`config.mk`:
```
export PLATFORM = sky130hd
export DESIGN_NAME = genie_elastic_buffer
export DESIGN_NICKNAME = d
export VERILOG_FILES = /design/src/rtl/genie_elastic_buffer.sv
export SDC_FILE = /design/constraint.sdc
export NUM_CORES = 1
export LEC_CHECK = 0
export ABC_CLOCK_PERIOD_IN_PS = 2750
export CAP_MARGIN = 20
export CORE_AREA = 2 2 39 41
export DETAILED_ROUTE_END_ITERATION = 10
export DIE_AREA = 0 0 41 43
export DONT_BUFFER_PORTS = 1
export PLACE_DENSITY = 0.52
export SLEW_MARGIN = 25
export SYNTH_ARGS = -nofsm -noshare
export SYNTH_HDL_FRONTEND = slang
export SYNTH_SLANG_ARGS = --single-unit
```
`constraint.sdc`:
```
create_clock -name i_clk -period 2.75 [get_ports i_clk]
set_input_delay 0.55 -clock i_clk [delete_from_list [all_inputs] [get_ports i_clk]]
set_output_delay 0.55 -clock i_clk [all_outputs]
set_load 0.02 [all_outputs]
```
`src/rtl/genie_elastic_buffer.sv`:
```
// genie_elastic_buffer: DEPTH-entry elastic buffer for valid/ready links.
// o_ready and o_valid both come straight from registers, so no combinational
// path crosses the block in either direction. Storage is a circular buffer
// whose pointers wrap at DEPTH-1, so DEPTH need not be a power of two.
module genie_elastic_buffer #(
  parameter int WIDTH = 1,
  parameter int DEPTH = 2,
  parameter int CW    = $clog2(DEPTH + 1)
) (
  input  logic             i_clk,
  input  logic             i_reset,
  input  logic             i_flush,
  input  logic [WIDTH-1:0] i_data,
  input  logic             i_valid,
  output logic             o_ready,
  output logic [WIDTH-1:0] o_data,
  output logic             o_valid,
  input  logic             i_ready,
  output logic [CW-1:0]    o_count
);

  localparam int PW = (DEPTH > 1) ? $clog2(DEPTH) : 1;

  // A single-entry buffer cannot keep a free slot while o_ready is high.
  generate
    if (DEPTH < 2) begin : g_depth_check
      $error("genie_elastic_buffer: DEPTH must be 2 or more");
    end
  endgenerate

  logic [WIDTH-1:0] mem [DEPTH];

  logic [PW-1:0] wr_ptr_reg, wr_ptr_next;
  logic [PW-1:0] rd_ptr_reg, rd_ptr_next;
  logic [CW-1:0] count_reg, count_next;
  logic          ready_reg, ready_next;
  logic          valid_reg, valid_next;
  logic          push, pop;

  function automatic logic [PW-1:0] ptr_inc(input logic [PW-1:0] p);
    return (p == PW'(DEPTH - 1)) ? '0 : p + 1'b1;
  endfunction

  assign push    = i_valid && ready_reg;
  assign pop     = valid_reg && i_ready;
  assign o_ready = ready_reg;
  assign o_valid = valid_reg;
  assign o_count = count_reg;
  assign o_data  = mem[rd_ptr_reg];

  // Next-state: occupancy and pointers; a flush empties the buffer by
  // snapping the read pointer onto the (unadvanced) write pointer.
  always_comb begin
    wr_ptr_next = wr_ptr_reg;
    rd_ptr_next = rd_ptr_reg;
    count_next  = count_reg + CW'(push) - CW'(pop);
    if (i_flush) begin
      count_next  = '0;
      rd_ptr_next = wr_ptr_reg;
    end else begin
      if (push) wr_ptr_next = ptr_inc(wr_ptr_reg);
      if (pop)  rd_ptr_next = ptr_inc(rd_ptr_reg);
    end
    // Ready only while a slot stays free even if nothing drains next cycle.
    ready_next = (count_next < CW'(DEPTH));
    valid_next = (count_next != '0);
  end

  // Control state register; the async reset drops o_valid immediately.
  always_ff @(posedge i_clk or posedge i_reset) begin
    if (i_reset) begin
      wr_ptr_reg <= '0;
      rd_ptr_reg <= '0;
      count_reg  <= '0;
      ready_reg  <= 1'b1;
      valid_reg  <= 1'b0;
    end else begin
      wr_ptr_reg <= wr_ptr_next;
      rd_ptr_reg <= rd_ptr_next;
      count_reg  <= count_next;
      ready_reg  <= ready_next;
      valid_reg  <= valid_next;
    end
  end

  // Payload storage: written on push, not reset; a beat accepted during a
  // flush is dropped rather than stored.
  always_ff @(posedge i_clk) begin
    if (push && !i_flush) mem[wr_ptr_reg] <= i_data;
  end

endmodule

```
* Word-level counts from Yosys, hierarchy flattened
Memory sizes are Yosys's and may differ from the RTL's. Cells that the tools add are included.
Word-level totals: register bits after elaboration 6, bits in latches 0, memory bits (writable) 2, memory bits (read-only) 0, input port bits 6, output and inout port bits 5, logic and storage cells 26, memories 1
Cells by class: add/subtract/negate cells 4, $mul 0, div/mod/pow operators 0, magnitude comparators 1, eq/ne operators 0, shift-type cells 0, multiplexer cells 7, bitwise logic cells 1, reduce and logical (&&, ||, !) cells 7
Memories:
- mem | depth 2, bits a word 1, rd ports 1, clocked after memory_dff 0, wr ports 1, RTL line 31 | logic [WIDTH-1:0] mem [DEPTH];
Operator list (count):
- 2-to-1 mux 1 bit | 6
- nonzero test 2 bit | 2
- logical AND 1 bit | 3
- adder 1 bit, second input constant | 2
- adder 2 x 1 -> 2 bit | 1
- < comparator 2 bit, second input constant | 1
- 2-to-1 mux 2 bit | 1
- AND reduction 2 bit | 1
- subtractor 2 x 1 -> 2 bit | 1
- logical NOT 1 bit | 1
- inverter 1 bit | 1

* Depth between registers and ports, before layout
Gate-level depths: netlist (run 1).
depth after elaboration 5, gate-level depth with buffers 6, depth with buffers taken out 6

* Worst setup path before layout (run 1)
No wires, ideal clock.
path type input to register, start point in i_ready, end point reg ready_reg (netlist: o_ready), setup time 0.082 ns, data arrival time 1.541 ns, required time 2.668 ns, setup slack 1.127 ns, stages on the path 6, buffers on the path 0, cells stage by stage and2_1 > ha_1 > inv_1 > ha_1 > xnor3_1 > or2_1
On the way: longest elaborated chain between the ends 4
Ends and longest elaborated chain:
- start: declaration | RTL line 18 | input logic i_ready,
- logical AND 1 bit | RTL line 45 | assign pop = valid_reg && i_ready;
- subtractor 2 x 1 -> 2 bit | RTL line 56 | count_next = count_reg + CW'(push) - CW'(pop);
- 2-to-1 mux 2 bit | RTL line 57 | if (i_flush) begin
- < comparator 2 bit | RTL line 65 | ready_next = (count_next < CW'(DEPTH));
- via ready_next | RTL line 36 | logic ready_reg, ready_next;
- end signal: assignment | RTL line 81 | ready_reg <= ready_next;
- end: declaration | RTL line 36
The timed path passes the listed nets, and every way through them passes these cells. A chain may end at the register's enable or synchronous reset.

* Worst setup path in the final report (run 1)
start point reg ready_reg (netlist: o_ready), end point reg ready_reg (netlist: o_ready)
On the way: longest elaborated chain between the ends 5
Ends and longest elaborated chain:
- logical AND 1 bit | RTL line 44 | assign push = i_valid && ready_reg;
- adder 2 x 1 -> 2 bit | RTL line 56
- subtractor 2 x 1 -> 2 bit | RTL line 56
- 2-to-1 mux 2 bit | RTL line 57
- < comparator 2 bit | RTL line 65
- via ready_next | RTL line 36
The timed path passes the listed nets, and every way through them passes these cells.

==> metrics.md, run 1 <==
| Metric | Value |
|---|---|
| Synth Area in XOR/XNOR | `8.47%` |
| 1st-iter DRT viols | `9` |
| Lkg Pwr | `0.195 nW` |
| Final nets | `43` |
| Vias | `221` |
| Largest family of logic cells by synthesized area | `simple AND/OR/NAND/NOR gates` |
| Combinational share of power | `27.1%` |
| TritonCTS clock tree | `yes` |
| Synthesized area per cell | `12.3 um^2` |
| Clock root buffer | `clkbuf_4` |
| #FFs+latches synth | `8` |
| Switching power | `0.154 mW` |
| Clock Sinks | `8` |
| Wire per inst | `10.7 um` |
| # hold bufs at CTS | `0` |
| Cell family with most CP delay | `flip-flops` |
| Final-report hold violation count | `0` |
| Final TNS setup | `0 ps` |
| Buffers plus inverters on the worst setup path | `1` |
| Mapped cell area | `369 um^2` |
| Max Transition Viols Final | `0` |
| Worst path depth | `6` |
| Yosys Warn Count | `0` |
| Final Cycle Share | `62.1%` |
| DRT Pass-1 Iters | `4` |
| Post-Syn Instances | `30` |
| Vias in the first global route | `219` |
| Postcts setup bufs | `0` |
| DRC viols | `0` |
| Clock slew at reported path FFs | `50 ps` |
| H-tree depth | `1` |
| Overflow after GRT | `0` |
| Tightest Pin Transition | `245 ps` |
| Setup crit start | `o_ready` |
| Ports | `11` |
| Die area | `1760 um^2` |
| Worst-path cell chain | `nand2_1 -> ha_1 -> inv_1 -> ha_1 -> xnor3_1 -> or2_1` |
| Design Power | `0.443 mW` |
| FMAX | `586 MHz` |
| Largest net degree at the start of global routing | `8` |
| Crit path top cell by count | `ha_1` |
| Antenna Nets Post-Route | `0` |
| Worst hold path class | `primary input to async pin` |
| Count of cell types in the netlist | `18` |
| Slowest stage cell on the critical path | `dfstp_2` |
| Switching Fraction | `34.8%` |
| Internal power | `0.289 mW` |
| Mux share of post-synthesis cell area | `3.05%` |
| Critical Path Sink Type | `flop` |
| Syn_nets | `38` |
| CP peak stage delay | `600 ps` |
| Sequential Power Share | `51.8%` |
| Share of layout cells above drive strength 1 | `14.7%` |
| Area share of and/or/nand/nor cells after synthesis | `14.6%` |
| R2R Path End | `o_ready` |
| Compound-cell area share of the yosys netlist | `5.76%` |
| Port buffer count | `0` |
| Clock power share | `21.2%` |
| Post-Synth Adder-Cell Area | `6.78%` |
| Register area share after synthesis | `57.3%` |
| Final wirelength | `533 um` |
| First-pass GRT wire length | `938 um` |
| Core area | `1380 um^2` |
| Post-cts repair resize count | `0` |
| Average vias per placed instance | `4.42` |
| Worst Setup EP | `o_ready` |
| Initial antenna violation count | `0` |
| Skew final | `2.71 ps` |
| CTS Buf Count | `3` |
| Die height | `43 um` |
| Critical path fanouts, max | `3` |
| Setup crit start kind | `flop` |
| PwrDens | `1070 nW/um^2` |
| Area Growth Syn to Fin | `12.5%` |
| RSZ-0062 raised after global routing | `false` |
| Initial core utilization | `26.7%` |
| Cell Rows | `14` |
| Worst-Skew Late Latency | `250 ps` |
| Min cycle time layout | `1710 ps` |
| Maxcap violations | `0` |
| GRT Total Usage | `8.78%` |
| CP arrival | `1880 ps` |
| Final setup violation count | `0` |
| Routability cong. | `0.757` |
| Clock buffer depth | `2` |
| Slew HR | `83.7%` |
| Critical Path RT | `2920 ps` |
| Chip width | `41 um` |
| Dominant cell type by area after synthesis | `dfrtp_1` |
| Setup CP Type | `flop to flop` |
| R2R Setup Slk | `1040 ps` |
| Status | `complete, no violations` |
| RR Startpoint | `o_ready` |
| Max VDD drop | `0.258 mV` |
| Post-synth top area share | `33.9%` |
| Reg2Reg Depth | `6` |
| Antenna diode count | `0` |
| Ranking of synthesized cells by area | `dfrtp_1 34%, edfxtp_1 16%, dfstp_2 7.1%, ha_1 6.8%, xnor3_1 6.1%` |
how the worst min path moves through the flow:
stage | endpoint | startpoint | slack, ps | cells past startpoint
2_1_floorplan | o_count[0] | i_reset | 340 | 1
4_1_cts | wr_ptr_reg | i_reset | 100 | 1
5_1_grt | o_count[1] | i_reset | 100 | 1
3_3_place_gp | wr_ptr_reg | i_reset | 360 | 1
3_5_place_dp | o_count[1] | i_reset | 370 | 1
6_report | o_count[0] | i_reset | 100 | 1
synthesized netlist by cell type:
master	number
or2_1	1
and2_1	1
xnor2_1	1
nand3b_1	1
a21boi_0	1
dfrtp_1	5
nand2_1	1
nand2b_1	1
o31a_1	1
a21oi_1	1
and3b_1	1
xnor3_1	1
edfxtp_1	2
nor2_1	4
mux2_2	1
ha_1	2
dfstp_2	1
inv_1	4
per-layer routing:
metal / GRT usage [%] / part of all wire [%] / up-vias
met1: 8.81 / 35 / 104
met5: 0 / 0 / -
met4: 8.00 / 0 / 0
met2: 11.3 / 52 / 12
met3: 6.28 / 12 / 0
li1: - / - / 105
placed cells by master (no fill, tap or decap):
cell type,instances
mux2_2,1
nand3b_1,1
dfstp_2,1
and3b_1,1
ha_1,2
nand2_1,1
xnor2_1,1
a21boi_0,1
inv_1,4
o31a_1,1
and2_1,1
a21oi_1,1
or2_1,1
dfrtp_1,5
edfxtp_1,2
clkbuf_4,3
xnor3_1,1
nor2_1,4
clkbuf_1,1
nand2b_1,1
final cells by class:
cell class | instances | area, um^2
fill | 144 | 968
sequential | 8 | 211
multi-input combinational | 18 | 143
clock buffer | 4 | 26.3
tap | 16 | 20.0
inverter | 4 | 15.0
power by group through the flow:
stage | registers [mW] | clock network (mW) | logic (mW)
6_report | 0.229 | 0.0939 | 0.120
3_5_place_dp | 0.233 | 0 | 0.119
5_1_grt | 0.236 | 0.111 | 0.137
2_1_floorplan | 0.224 | 0 | 0.107
3_3_place_gp | 0.231 | 0 | 0.118
4_1_cts | 0.231 | 0.0994 | 0.121
metrics by stage:
| stage | setup WS (ps) | instance area (um^2) | cells | util (%) | hold WS, ps |
|---|---|---|---|---|---|
| 2_1_floorplan | 1130 | 369 | 30 | - | 340 |
| 3_3_place_gp | 1060 | 389 | 46 | 28.1 | 361 |
| 3_5_place_dp | 1060 | 389 | 46 | 28.1 | 373 |
| 4_1_cts | 1040 | 415 | 50 | 30.0 | 96.6 |
| 5_1_grt | 981 | 415 | 50 | 30.0 | 98.6 |
| 6_report | 1040 | 415 | 50 | 30.0 | 96.2 |
cell families after synthesis:
family | count (synthesis)
multiplexers | 1
buffers and inverters | 4
flip-flops | 8
XOR/XNOR | 2
adder cells (fa/ha/maj) | 2
AO/OA/AOI/OAI | 3
AND/OR/NAND/NOR | 10
No activity file was read; power rests on OpenSTA's default activity.
==> run 2: changes to the inputs <==
--- a/config.mk
+++ b/config.mk
@@ -5,7 +5,7 @@
 export SDC_FILE = /design/constraint.sdc
 export NUM_CORES = 1
 export LEC_CHECK = 0
-export ABC_CLOCK_PERIOD_IN_PS = 2750
+export ABC_CLOCK_PERIOD_IN_PS = 1700
 export CAP_MARGIN = 20
 export CORE_AREA = 2 2 39 41
 export DETAILED_ROUTE_END_ITERATION = 10
==> constraint.sdc (replaced) <==
create_clock -name i_clk -period 1.7 [get_ports i_clk]
set_input_delay 0.34 -clock i_clk [delete_from_list [all_inputs] [get_ports i_clk]]
set_output_delay 0.34 -clock i_clk [all_outputs]
set_load 0.02 [all_outputs]
==> metrics.md, run 2 (synthesis results as in run 1) <==
| Metric | Value |
|---|---|
| Status | `complete, no violations (unchanged)` |
| Clock root buffer | `clkbuf_4 (unchanged)` |
| Clock buffer depth | `2 (unchanged)` |
| Hold Path Stages | `1` |
| Worst-path cell chain | `nand2_2 -> ha_1 -> inv_1 -> ha_2 -> xnor3_1 -> or2_1 (was nand2_1 -> ha_1 -> inv_1 -> ha_1 -> xnor3_1 -> or2_1)` |
| Clock Sinks | `8 (unchanged)` |
| RSZ-0062 raised after global routing | `false (unchanged)` |
| Commonest non-fill, non-tap cells in the layout | `5 x dfrtp_1, 4 x nor2_1, 4 x inv_1 (unchanged)` |
| Critical Path Sink Type | `flop (unchanged)` |
| R2R Setup Slk | `80 ps (was 1040 ps)` |
| RR Startpoint | `o_ready (unchanged)` |
| Antenna diode count | `0 (unchanged)` |
| Final setup violation count | `0 (unchanged)` |
| Maxcap violations | `0 (unchanged)` |
| Cell Rows | `14 (unchanged)` |
| CP arrival | `1790 ps (was 1880 ps)` |
| Final Non-Filler Cells | `53 (was 50)` |
| Share of layout cells above drive strength 1 | `24.3% (was 14.7%)` |
| Initial core utilization | `26.7% (unchanged)` |
| Die area | `1760 um^2 (unchanged)` |
| Worst hold path class | `primary input to flop (was primary input to async pin)` |
| Max VDD drop | `0.390 mV (was 0.258 mV)` |
| Skew final | `7.36 ps (was 2.71 ps)` |
| Cell family with most CP delay | `flip-flops (unchanged)` |
| Wire per inst | `11.1 um (was 10.7 um)` |
| Final wirelength | `587 um (was 533 um)` |
| CP peak stage delay | `530 ps (was 600 ps)` |
| Buffers plus inverters on the worst setup path | `1 (unchanged)` |
| Critical Path RT | `1870 ps (was 2920 ps)` |
| First-pass GRT wire length | `1.02 mm (was 938 um)` |
| Setup CP Type | `flop to flop (unchanged)` |
| Largest net degree at the start of global routing | `8 (unchanged)` |
| Final nets | `46 (was 43)` |
| Final TNS setup | `0 ps (unchanged)` |
| Met2 WL post-DR | `342 um (was 278 um)` |
| Initial antenna violation count | `0 (unchanged)` |
| Area Growth Syn to Fin | `20.7% (was 12.5%)` |
| Dpl cell area | `404 um^2 (was 389 um^2)` |
| # fillers | `142 (was 144)` |
| H-tree depth | `1 (unchanged)` |
| Cell area after layout | `445 um^2 (was 415 um^2)` |
| FMAX | `618 MHz (was 586 MHz)` |
| Top sig layer | `met4 (was met3)` |
| DRC viols | `0 (unchanged)` |
| Vias | `228 (was 221)` |
| Max Transition Viols Final | `0 (unchanged)` |
| Average vias per placed instance | `4.30 (was 4.42)` |
| Tightest Pin Transition | `235 ps (was 245 ps)` |
| Postcts setup bufs | `0 (unchanged)` |
| Overflow after GRT | `0 (unchanged)` |
| Antenna Nets Post-Route | `0 (unchanged)` |
| Routability cong. | `0.680 (was 0.757)` |
| DRT Pass-1 Iters | `1 (was 4)` |
| R2R Path End | `o_ready (unchanged)` |
| Port buffer count | `0 (unchanged)` |
| Most common cell after layout, fill and taps aside | `dfrtp_1 (unchanged)` |
| Worst Hold End | `o_valid` |
| Util after Layout | `32.2% (was 30.0%)` |
| PwrDens | `1700 nW/um^2 (was 1070 nW/um^2)` |
| Core area | `1380 um^2 (unchanged)` |
| 1st-iter DRT viols | `0 (was 9)` |
| GRT Total Usage | `9.26% (was 8.78%)` |
| Worst hold slack | `153 ps (was 96.2 ps)` |
| TritonCTS clock tree | `yes (unchanged)` |
| Min-delay src | `i_flush` |
| Min cycle time layout | `1620 ps (was 1710 ps)` |
| Slew HR | `84.3% (was 83.7%)` |
| M1 wire length | `198 um (was 188 um)` |
| Critical path fanouts, max | `3 (unchanged)` |
| Wire length on met3 | `43 um (was 66 um)` |
| Final Cycle Share | `95.3% (was 62.1%)` |
| Worst-Skew Late Latency | `250 ps (about the same)` |
| Vias in the first global route | `258 (was 219)` |
| Cell count after placement | `48 (was 46)` |
| Lkg Pwr | `0.207 nW (was 0.195 nW)` |
| Ports | `11 (unchanged)` |
| Final-report hold violation count | `0 (unchanged)` |
| Slowest stage cell on the critical path | `dfstp_2 (unchanged)` |
| Setup crit start kind | `flop (unchanged)` |
| Reg2Reg Depth | `6 (unchanged)` |
| Die height | `43 um (unchanged)` |
| Chip width | `41 um (unchanged)` |
| Clock slew at reported path FFs | `50 ps (about the same)` |
| CTS Buf Count | `3 (unchanged)` |
run 2: worst max-delay path by stage:
stage	slack (ps)	to	cells after the start	from
after floorplan	80	o_ready	6	o_ready
after global routing	2	o_ready	6	o_ready
after detailed placement	90	o_ready	6	o_ready
after global placement	140	o_ready	6	o_ready
final	80	o_ready	6	o_ready
after CTS	80	o_ready	6	o_ready
run 2: metal layers:
| metal | track usage (%) | vias to the layer above |
|---|---|---|
| li1 | - | 113 |
| met1 | 9.40 | 109 |
| met2 | 13.1 | 4 |
| met3 | 4.71 | 2 |
| met4 | 8.00 | 0 |
| met5 | 0 | - |
run 2: repair_timing:
| item | CTS | global route |
|---|---|---|
| hold endpoints to repair | 5 | 0 |
| hold buffers | 1 | 0 |
| endpoints found under the setup margin | 0 | 1 |
| resized for setup | 0 | 2 |
run 2: worst register-to-register path, cell delays in order, from the launching register on:
cell	delay (ps)
dfstp_2	530
nand2_2	40
ha_1	260
inv_1	60
ha_2	160
xnor3_1	250
or2_1	250
run 2: metrics by stage:
stage / setup WS, ps / total power, mW
global route: 1.76 / 0.824
CTS: 82.9 / 0.765
finish: 80.7 / 0.756
global placement: 139 / 0.589
detailed placement: 92.1 / 0.608
floorplan: 81.2 / 0.535
run 2: where the power goes:
| part | switching [mW] | leakage (nW) | internal (mW) | total [mW] |
|---|---|---|---|---|
| Combinational | 0.130 | 0.101 | 0.136 | 0.266 |
| Sequential | 0.0670 | 0.0908 | 0.271 | 0.338 |
| Clock | 0.0631 | 0.0150 | 0.0897 | 0.153 |
run 2: layout make-up:
class / count / area [um^2] / share of cell area [%]
well taps: 16 / 20.0 / 4.49
flip-flops and latches: 8 / 211 / 47.5
multi-input cells: 18 / 148 / 33.1
clock buffers: 4 / 26.3 / 5.90
repair buffers: 3 / 25.0 / 5.62
inverters: 4 / 15.0 / 3.37
